<file path="src/rtl/weakbus_pkg.sv">
// Shared types and constants for the weakbus arbiter and its helpers.
package weakbus_pkg;

   localparam int unsigned BUS_W = 32;
   localparam logic [BUS_W-1:0] DEFAULT_ERR_DATA = 32'hDEADBEEF;

   typedef enum logic {
      ST_IDLE = 1'b0,
      ST_BUSY = 1'b1
   } state_e;

   // Ceiling log2; clog2(1) = 0.
   function automatic int unsigned clog2(input int unsigned value);
      int unsigned w;
      int unsigned p;
      w = 0;
      p = 1;
      while (p < value) begin
         p = p << 1;
         w = w + 1;
      end
      return w;
   endfunction

endpackage

</file>
<file path="src/rtl/rr_picker.sv">
// Combinational round-robin picker: first set request after index last_i, wrapping.
module rr_picker
   import weakbus_pkg::*;
#(
   parameter int unsigned N = 2
) (
   input  logic [N-1:0]        req_i,
   input  logic [clog2(N)-1:0] last_i,
   output logic                gnt_valid_o,
   output logic [clog2(N)-1:0] gnt_idx_o
);

   localparam int unsigned IdxW = clog2(N);

   int               sum;
   logic [IdxW-1:0]  cand;

   // Walk from the farthest offset down so the nearest requester after last_i wins.
   always_comb begin
      gnt_valid_o = 1'b0;
      gnt_idx_o   = '0;
      sum         = 0;
      cand        = '0;
      for (int k = int'(N); k >= 1; k--) begin
         sum = int'(last_i) + k;
         if (sum >= int'(N)) begin
            sum = sum - int'(N);
         end
         cand = IdxW'(sum);
         if (req_i[cand]) begin
            gnt_valid_o = 1'b1;
            gnt_idx_o   = cand;
         end
      end
   end

endmodule

</file>
<file path="src/rtl/weakbus_arbiter.sv">
// Round-robin arbiter sharing one req/ack slave bus between N_MASTERS masters,
// with a per-transaction timeout that completes with an error.
module weakbus_arbiter
   import weakbus_pkg::*;
#(
   parameter int unsigned      N_MASTERS = 2,
   parameter int unsigned      TIMEOUT   = 255,
   parameter logic [BUS_W-1:0] ERR_DATA  = DEFAULT_ERR_DATA
) (
   input  logic                         clk,
   input  logic                         rst,
   input  logic [N_MASTERS-1:0]         m_req_i,
   input  logic [N_MASTERS-1:0]         m_wr_i,
   input  logic [BUS_W*N_MASTERS-1:0]   m_addr_i,
   input  logic [BUS_W*N_MASTERS-1:0]   m_out_i,
   output logic [BUS_W-1:0]             m_in_o,
   output logic [N_MASTERS-1:0]         m_ack_o,
   output logic [N_MASTERS-1:0]         m_err_o,
   output logic                         s_req_o,
   output logic                         s_wr_o,
   output logic [BUS_W-1:0]             s_addr_o,
   output logic [BUS_W-1:0]             s_out_o,
   input  logic [BUS_W-1:0]             s_in_i,
   input  logic                         s_ack_i,
   output logic [clog2(N_MASTERS)-1:0]  owner_o
);

   localparam int unsigned IdxW = clog2(N_MASTERS);
   localparam int unsigned CntW = (TIMEOUT == 0) ? 1 : clog2(TIMEOUT + 1);

   state_e          state_q, state_d;
   logic [IdxW-1:0] owner_q, owner_d;
   logic [IdxW-1:0] last_q, last_d;
   logic [CntW-1:0] cnt_q, cnt_d;

   logic            gnt_valid;
   logic [IdxW-1:0] gnt_idx;
   logic            timeout;

   logic [BUS_W-1:0] addr_a  [N_MASTERS];
   logic [BUS_W-1:0] wdata_a [N_MASTERS];

   for (genvar g = 0; g < N_MASTERS; g++) begin : g_unpack
      assign addr_a[g]  = m_addr_i[g*BUS_W +: BUS_W];
      assign wdata_a[g] = m_out_i[g*BUS_W +: BUS_W];
   end

   rr_picker #(
      .N (N_MASTERS)
   ) u_picker (
      .req_i       (m_req_i),
      .last_i      (last_q),
      .gnt_valid_o (gnt_valid),
      .gnt_idx_o   (gnt_idx)
   );

   // TIMEOUT of zero never fires; the counter then just idles at zero.
   assign timeout = (TIMEOUT != 0) && (cnt_q == CntW'(TIMEOUT));
   assign owner_o = owner_q;

   always_ff @(posedge clk) begin
      if (!rst) begin
         state_q <= ST_IDLE;
         owner_q <= '0;
         last_q  <= IdxW'(N_MASTERS - 1);
         cnt_q   <= '0;
      end else begin
         state_q <= state_d;
         owner_q <= owner_d;
         last_q  <= last_d;
         cnt_q   <= cnt_d;
      end
   end

   always_comb begin
      state_d = state_q;
      owner_d = owner_q;
      last_d  = last_q;
      cnt_d   = cnt_q;
      unique case (state_q)
         ST_IDLE: begin
            if (gnt_valid) begin
               owner_d = gnt_idx;
               cnt_d   = '0;
               state_d = ST_BUSY;
            end
         end
         ST_BUSY: begin
            if (s_ack_i || timeout) begin
               last_d  = owner_q;
               state_d = ST_IDLE;
            end else if (TIMEOUT != 0 && cnt_q != CntW'(TIMEOUT)) begin
               cnt_d = cnt_q + CntW'(1);
            end
         end
         default: state_d = ST_IDLE;
      endcase
   end

   // Everything towards masters and slave is zero outside BUSY.
   always_comb begin
      s_req_o  = 1'b0;
      s_wr_o   = 1'b0;
      s_addr_o = '0;
      s_out_o  = '0;
      m_in_o   = '0;
      m_ack_o  = '0;
      m_err_o  = '0;
      if (state_q == ST_BUSY) begin
         s_req_o  = 1'b1;
         s_wr_o   = m_wr_i[owner_q];
         s_addr_o = addr_a[owner_q];
         s_out_o  = wdata_a[owner_q];
         m_in_o   = (timeout && !s_ack_i) ? ERR_DATA : s_in_i;
         if (s_ack_i || timeout) begin
            m_ack_o[owner_q] = 1'b1;
            m_err_o[owner_q] = !s_ack_i;
         end
      end
   end

endmodule

</file>
<file path="config.mk">
export PLATFORM = sky130hd
export DESIGN_NAME = weakbus_arbiter
export DESIGN_NICKNAME = d
export VERILOG_FILES = /design/src/rtl/weakbus_pkg.sv /design/src/rtl/rr_picker.sv /design/src/rtl/weakbus_arbiter.sv
export SDC_FILE = /design/constraint.sdc
export NUM_CORES = 1
export LEC_CHECK = 0
export ABC_AREA = 1
export BUFFER_PORTS_ARGS = -buffer_cell sky130_fd_sc_hd__buf_2
export CAP_MARGIN = 20
export CORE_AREA = 10 10 96 98
export CTS_CLUSTER_DIAMETER = 80
export DETAILED_ROUTE_END_ITERATION = 10
export DIE_AREA = 0 0 106 108
export HOLD_SLACK_MARGIN = 0.08
export PLACE_DENSITY = 0.76
export SYNTH_ARGS = -nofsm -noshare
export SYNTH_HDL_FRONTEND = slang
export SYNTH_SLANG_ARGS = --single-unit
</file>
<file path="constraint.sdc">
create_clock -name clk -period 2.1 [get_ports clk]
set_clock_uncertainty 0.1 [all_clocks]
set_input_delay 0.315 -clock clk [delete_from_list [all_inputs] [get_ports clk]]
set_output_delay 0.315 -clock clk [all_outputs]
set_load 0.02 [all_outputs]
</file>
# Yosys cells after proc, flatten, opt, wreduce, memory -nomap -nowiden
# Index checks and enable logic that the tools add are counted.
# totals
register_bits	11
in_bits	167
out_inout_bits	103
wordCells	68
# classes
n_addsub	5
order_cmp	7
eq_ne	5
muxes	37
bitwise	3
reduce_logical	7
# ops
cell	n
two-way mux 32 bit	10
two-way mux 8 bit	3
two-way mux 1 bit	17
case mux 8 bit (2 select lines)	1
adder 8 x 1 -> 8 bit (second input constant)	1
equality test 8 bit (second input constant)	1
two-way mux 2 bit	4
!= test 8 bit (second input constant)	1
< comparator 1 x 2 -> 1 bit (second input constant)	3
greater-or-equal comparator 2 bit (second input constant)	2
!= test 2 bit (second input constant)	2
AND reduction 2 bit	2
adder 1 x 2 -> 3 bit (second input constant)	1
greater-or-equal comparator 3 x 2 -> 1 bit (second input constant)	1
AND reduction 3 bit	1
adder 1 x 1 -> 2 bit (second input constant)	1
AND 2 bit	1
logical AND 1 bit	2
!= test 2 x 1 -> 1 bit (second input constant)	1
inverter 1 -> 2 bit	1
case mux 1 bit (2 select lines)	1
subtractor 1 bit (second input constant)	2
demux 1 bit (select 1 bit)	1
greater-or-equal comparator 1 bit (second input constant)	1
other kinds (3)	3

# Depth between registers and ports, before layout
# Gate-level depths: netlist (run 1).
# logic_depth
ltp_word	9
depth_mapped	9
mapped_depth_nobuf	9

# Hierarchy
# Synthesis (run 1) repeated with hierarchy kept, for this count alone.
# hier_totals
cells_unflattened	386
hier_area_um2	1921.8
# by_module_without_submodules
mod	n_inst	cells_per_inst	area_each_um2	seq_area_each_um2
weakbus_arbiter	1	383	1906.8	220.2
rr_picker	1	3	15.0	0.0

# Worst setup path after synthesis (run 1)
# OpenSTA, ideal clock, no wires.
# synth_path
path_type	flip-flop to output port
from	register cnt_q[0]
to	output m_in_o[10]
t_arrival_ns	1.462
required_time_ns	1.685
setup_slack_ns	0.223
path_stages_with_launch	7
path_cell_list	dfxtp_1 > ha_1 > nand2_1 > nor2_2 > nand3_2 > buf_6 > a21oi_1
# synth_via
elab_chain_len	4
# synth_lines
element	line	rtl
start: declaration	weakbus_arbiter.sv:34	logic [CntW-1:0] cnt_q, cnt_d;
start signal: assignment	weakbus_arbiter.sv:71	cnt_q <= cnt_d;
equality test 8 bit	weakbus_arbiter.sv:58	assign timeout = (TIMEOUT != 0) && (cnt_q == CntW'(TIMEOUT));
logical AND 1 bit	weakbus_arbiter.sv:114	m_in_o = (timeout && !s_ack_i) ? ERR_DATA : s_in_i;
two-way mux 32 bit	weakbus_arbiter.sv:114	
two-way mux 32 bit	weakbus_arbiter.sv:109	if (state_q == ST_BUSY) begin
end: declaration	weakbus_arbiter.sv:16	output logic [BUS_W-1:0] m_in_o,
# No other way between the ends.

# Worst setup path after layout (run 1)
# layout_path
from	register cnt_q[1]
to	output m_in_o[30]
# Same word-level chain as after synthesis.

==> impl_results.md, run 1 <==
* Drt via density at 4.446
* Worst Hold Depth at 2
* Remaining antenna violation count at 0
* Largest net degree at the start of global routing at 67
* First-pass GRT wire length at 15.30 mm
* Pwr dens at 344.6 nW/um^2
* Final Hold Slack at 0.1927 ns
* # rows at 32
* Routability Congestion at 0.8531
* Dpl cells at 731
* Post-synth ARST share at 0%
* Layout area overhead at 83.59%
* WS Path Type: reg2out
* Clk buf depth at 2
* Num CTS Buffers at 3
* MaxCap Viol Count at 0
* Starting density of the core at 24.78%
* Fin. max-slew vios at 0
* Maximum VDD drop at 0.0003290 V
* Detail Placement HPWL at 8.893 mm
* Wirelength, routed at 10.64 mm
* CP Data Required Time at 1.68 ns
* TritonCTS Sinks at 11
* DR iter-0 viols at 162
* WL/cell at 14.42 microns
* Die outline height at 108 microns
* Crit path DAT at 1.61 ns
* HP Start: rst
* Vias in the first global route at 2927
* Fin nets at 805
* Final Critical Period at 2.028 ns
* Share of layout cells above drive strength 1 at 46.70%
* Fin area at 3388 sq um
* Antenna violations before repair at 0
* I/O pin cnt at 270
* Sequential cell area fraction in the yosys report at 11.93%
* Syn Nets at 549
* Die Wd at 106 microns
* Design Power at 1.167 mW
* Ys flop type: dfxtp_1
* Worst skew pair latency at 0.24 ns
* Final Hold Viols at 0
* Hold Crit Class: in2reg
* DRT Pass-1 Iters at 4
* Setup Viol. Count Final at 0
* WHS Endpoint: last_q
* Reg2reg end: cnt_q[4]
* CP Capture Type: primary output
* Yosys cell types at 23
* Worst setup SP type: flop
* Critical Path Fanout Max at 7
* Buffers added on ports at 269
* Filler Cells Inserted at 790
* CTS tree: yes
* Setup_tns at 0 ns
* Worst Reg2Reg Path Length in Cells at 9
* All-Layer GR Usage at 15.77%
* YS warnings at 0
* Root buffer cell: clkbuf_8
* Mapped Area at 1846 sq um
* Post-Layout Cell Count at 738
* Core ar. at 7447 sq um
* Fmax at 493.0 MHz
* R2R Path Start: cnt_q[0]
* Leak at 2.279 nW
* Final period util at 96.59%
* Rel. slew slack at 70.11%
* Via Count at 3281
* H-tree Lvls at 1
* Worst-margin pin slew at 0.4477 ns
* Final core utilization at 45.50%
* Synth Instances at 381
* ANT cells at 0
* Outcome: complete, no violations
* Gr ovfl total at 0
* DRC viols at 0
* Post-synth EDFFs at 0
* Clk slew on worst S/H paths at 0.05 ns
* Setup slack after layout at 0.07156 ns
* Die area at 11450 sq um
* Mean Syn Cell Area at 4.844 sq um
* Pre-CTS WS at 0.07021 ns
* Number of synthesized register bits at 11
* Post-DP Area at 3241 sq um
* Flop2flop setup slack at 0.32 ns
-- registers in the layout (all words and copies together), names as in the netlist --
register	count
cnt_q	8
last_q	1
owner_o	1
state_q	1
-- cells by family (layout without fill, tap and decap cells) --
logic type / Yosys count / count (layout) / synth area share [%]
AO/OA/AOI/OAI: 39 / 39 / 11.39
XOR/XNOR: 1 / 1 / 0.4747
adder cells (fa/ha/maj): 1 / 1 / 0.6779
buffers and inverters: 73 / 328 / 16.81
flip-flops: 11 / 11 / 11.93
AND/OR/NAND/NOR: 256 / 256 / 58.71
-- cell type report --
type	instances	area [sq um]	area share, %
sequential	11	225.2	6.647
tap	102	127.6	3.767
multi-input combinational	297	1338	39.48
timing repair buffer	278	1480	43.69
inverter	46	172.7	5.096
clock buffer	4	45.04	1.329
-- routing by layer --
metal,part of all wire [%],up-vias,GRT usage (%)
met5,0,-,0
met3,9.0,6,4.105
met2,53,154,29.24
li1,-,1708,-
met1,37,1413,17.98
met4,0.72,0,2.708
-- worst max-delay path: stages, from the launching register on --
cell,delay [ns]
dfxtp_1,0.35
ha_1,0.19
nand2_2,0.09
nor2_4,0.12
nand3_4,0.11
clkbuf_16,0.18
a21oi_1,0.13
buf_2,0.19
-- repair_timing --
item / in CTS / in global routing
gates cloned: 0 / 2
endpoints found under the setup margin: 32 / 36
setup buffers: 1 / 0
hold buffers: 0 / 0
gates resized for setup: 4 / 14
pin swaps: 1 / 2
hold endpoints to repair: 0 / 0
-- where the power goes --
group          leakage [nW]  switching [mW]  internal, mW
Combinational          2.17           0.448         0.281
Clock                0.0228          0.0840         0.134
Sequential           0.0903         0.00574         0.215
Total                  2.28           0.537         0.630
-- cells in the final DEF, fill, tap and decap left out, types with 3 or more instances in the layout --
cell type / count
buf_4: 13
clkbuf_8: 3
a21oi_2: 3
nand3_1: 75
a21oi_1: 33
dfxtp_1: 9
inv_1: 43
buf_2: 261
nand2_1: 155
nor2_1: 16
inv_2: 3
-- cells in the mapped netlist (2+ instances only) --
master      n  area [sq um]
a21oi_1    33         165.2
buf_1       5         18.77
nand3_1    75         375.4
buf_6       3         33.78
nor2_2      2         12.51
nor2_1     16         60.06
dfxtp_1    11         220.2
o21ai_0     2         10.01
nand2_1   157         589.3
buf_2       8         40.04
inv_1      45         168.9
clkbuf_1   10         37.54
nand3_2     2         20.02
a21oi_2     3         26.28
-- worst max-delay path by stage --
stage | from | endpoint | slack (ns) | depth (start not counted)
floorplan | cnt_q[0] | m_in_o[10] | 0.22 | 6
global placement | cnt_q[0] | m_in_o[14] | 0.13 | 8
detailed placement | cnt_q[0] | m_in_o[4] | 0.07 | 8
CTS | cnt_q[0] | m_in_o[30] | 0.02 | 7
global route | cnt_q[1] | m_in_o[29] | -0.01 | 8
finish | cnt_q[1] | m_in_o[30] | 0.07 | 7
No activity file was read; power rests on OpenSTA's default activity.
==> run 2: changes to the inputs <==
- CORE_AREA: 10 10 96 98 -> 2 2 104 106
- PLACE_DENSITY: 0.76 -> 0.59
==> impl_results.md, run 2 (synthesized netlist as in run 1, its figures left out) <==
* Largest net degree at the start of global routing at 40 (-40%)
* Most common cell after layout, fill and taps aside: buf_2
* CP Data Required Time at 1.68 ns (about the same)
* Post-DP Area at 3303 sq um (+1.9%)
* Setup slack after layout at 0.03227 ns (-0.03929 ns)
* DR iter-0 viols at 226 (+40%)
* Final Hold Viols at 0 (unchanged)
* H-tree Lvls at 1 (unchanged)
* Die Wd at 106 microns (unchanged)
* Crit path DAT at 1.65 ns (+0.04 ns)
* Maximum VDD drop at 0.0002570 V (-22%)
* Num CTS Buffers at 3 (unchanged)
* Fin area at 3527 sq um (+4.1%)
* Wirelength, routed at 9.400 mm (-12%)
* R2R Path Start: cnt_q[0]
* Pwr dens at 333.8 nW/um^2 (-3.1%)
* Routability Congestion at 0.7726 (-9.4%)
* Final Critical Period at 2.068 ns (+0.03929 ns)
* Worst Reg2Reg Path Length in Cells at 9 (unchanged)
* I/O pin cnt at 270 (unchanged)
* TritonCTS Sinks at 11 (unchanged)
* Setup crit start: cnt_q[0]
* Pre-CTS WS at 0.01248 ns (-0.05773 ns)
* Fmax at 483.6 MHz (-1.9%)
* Reg2reg end: cnt_q[7]
* Worst-margin pin slew at 0.5359 ns (+0.08821 ns)
* Critical Path Fanout Max at 13 (+6)
* Root buffer cell: clkbuf_8
* Most frequent cells in the layout: 254 x buf_2, 155 x nand2_1, 75 x nand3_1
* Antenna violations before repair at 0 (unchanged)
* Max FFs per register at 8 (unchanged)
* WL/cell at 12.16 microns (-16%)
* MaxCap Viol Count at 0 (unchanged)
* Die area at 11450 sq um (unchanged)
* Worst skew pair latency at 0.24 ns (about the same)
* Clk slew on worst S/H paths at 0.05 ns (about the same)
* DRT Pass-1 Iters at 4 (unchanged)
* ANT cells at 0 (unchanged)
* Cts hold-fix bufs at 0 (unchanged)
* Core ar. at 10230 sq um (+37%)
* Rel. slew slack at 64.22% (-5.9 points)
* Hold Crit Class: in2reg
* Buffers added on ports at 269 (unchanged)
* Starting density of the core at 18.04% (-6.7 points)
* Leak at 2.301 nW (+0.99%)
* Clk buf depth at 2 (unchanged)
* Setup Viol. Count Final at 0 (unchanged)
* Gr ovfl total at 0 (unchanged)
* Fin. max-slew vios at 0 (unchanged)
* Final Hold Slack at 0.2007 ns (+0.008043 ns)
* Fin nets at 806 (+0.12%)
* CP Capture Type: primary output
* Remaining antenna violation count at 0 (unchanged)
* # rows at 37 (+16%)
* Layout area overhead at 91.12%
* Die outline height at 108 microns (unchanged)
* Worst setup path end: m_in_o[18]
* Outcome: complete, no violations
* Drt via density at 4.151 (-6.6%)
* All-Layer GR Usage at 14.20% (-1.6 points)
* Final period util at 98.46% (+1.9 points)
* Biggest register: cnt_q
* Unrepaired setup endpoints after global routing: true
* Share of layout cells above drive strength 1 at 47.72% (+1.0 points)
* Flop2flop setup slack at 0.40 ns (+0.08 ns)
* Detail Placement HPWL at 7.334 mm (-18%)
* DRC viols at 0 (unchanged)
* Worst setup SP type: flop
* CTS tree: yes
* WS Path Type: reg2out
* First-pass GRT wire length at 13.52 mm (-12%)
* Via Count at 3209 (-2.2%)
* Vias in the first global route at 2761 (-5.7%)
-- run 2: cell count changes in the layout (fill, tap and decap cells not counted), sizes merged --
cell,change
clkbuf,+1
-- run 2: power by group --
group	total, mW	internal (mW)	switching, mW
logic	0.745	0.293	0.451
registers	0.225	0.216	0.00887
clock network	0.208	0.133	0.0749
-- run 2: critical path, cell delays in order (launching register included) --
cell and delay [ns]:
dfxtp_2 0.35, ha_2 0.19, nand2_2 0.08, nor2_4 0.12
nand3_4 0.12, clkbuf_16 0.20, a21oi_1 0.17, buf_4 0.17
-- run 2: area by class of cell --
class / count / area, sq um
fillers: 1170 / 6704
repair buffers: 279 / 1539
inverters: 46 / 172.7
multi-input cells: 297 / 1376
clock buffers: 4 / 45.04
flip-flops and latches: 11 / 224.0
well taps: 136 / 170.2
-- run 2: worst min-delay path by stage --
stage / from / end / depth (start not counted)
after global placement: cnt_q[0] / cnt_q[0] / 1
final: rst / last_q / 2
after global routing: rst / last_q / 2
after CTS: rst / last_q / 2
after detailed placement: cnt_q[0] / cnt_q[0] / 1
after floorplan: rst / last_q / 1
-- run 2: repair_timing --
action / 4_1_cts / 5_1_grt
endpoints found under the setup margin: 32 / 43
pin swaps: 1 / 2
setup buffers: 1 / 0
cloned: 0 / 2
gates resized for setup: 4 / 31
-- run 2: per-stage QoR --
| stage | instances | util [%] | setup TNS, ns | power, mW |
|---|---|---|---|---|
| after floorplan | 381 | - | 0 | 0.6231 |
| after global placement | 766 | 32.29 | 0 | 0.9546 |
| after detailed placement | 766 | 32.29 | 0 | 0.9538 |
| after CTS | 771 | 32.95 | 0 | 1.169 |
| after global routing | 773 | 34.47 | -0.4161 | 1.259 |
| final | 773 | 34.47 | 0 | 1.178 |
-- run 2: metal layers --
layer | wire length, microns | vias up | part of all wire (%) | global-route usage, %
met4 | 99 | 0 | 1.1 | 2.162
li1 | - | 1706 | - | -
met5 | 0 | - | 0 | 0
met2 | 4712 | 130 | 50 | 25.94
met1 | 3859 | 1366 | 41 | 17.65
met3 | 729 | 7 | 7.8 | 2.712
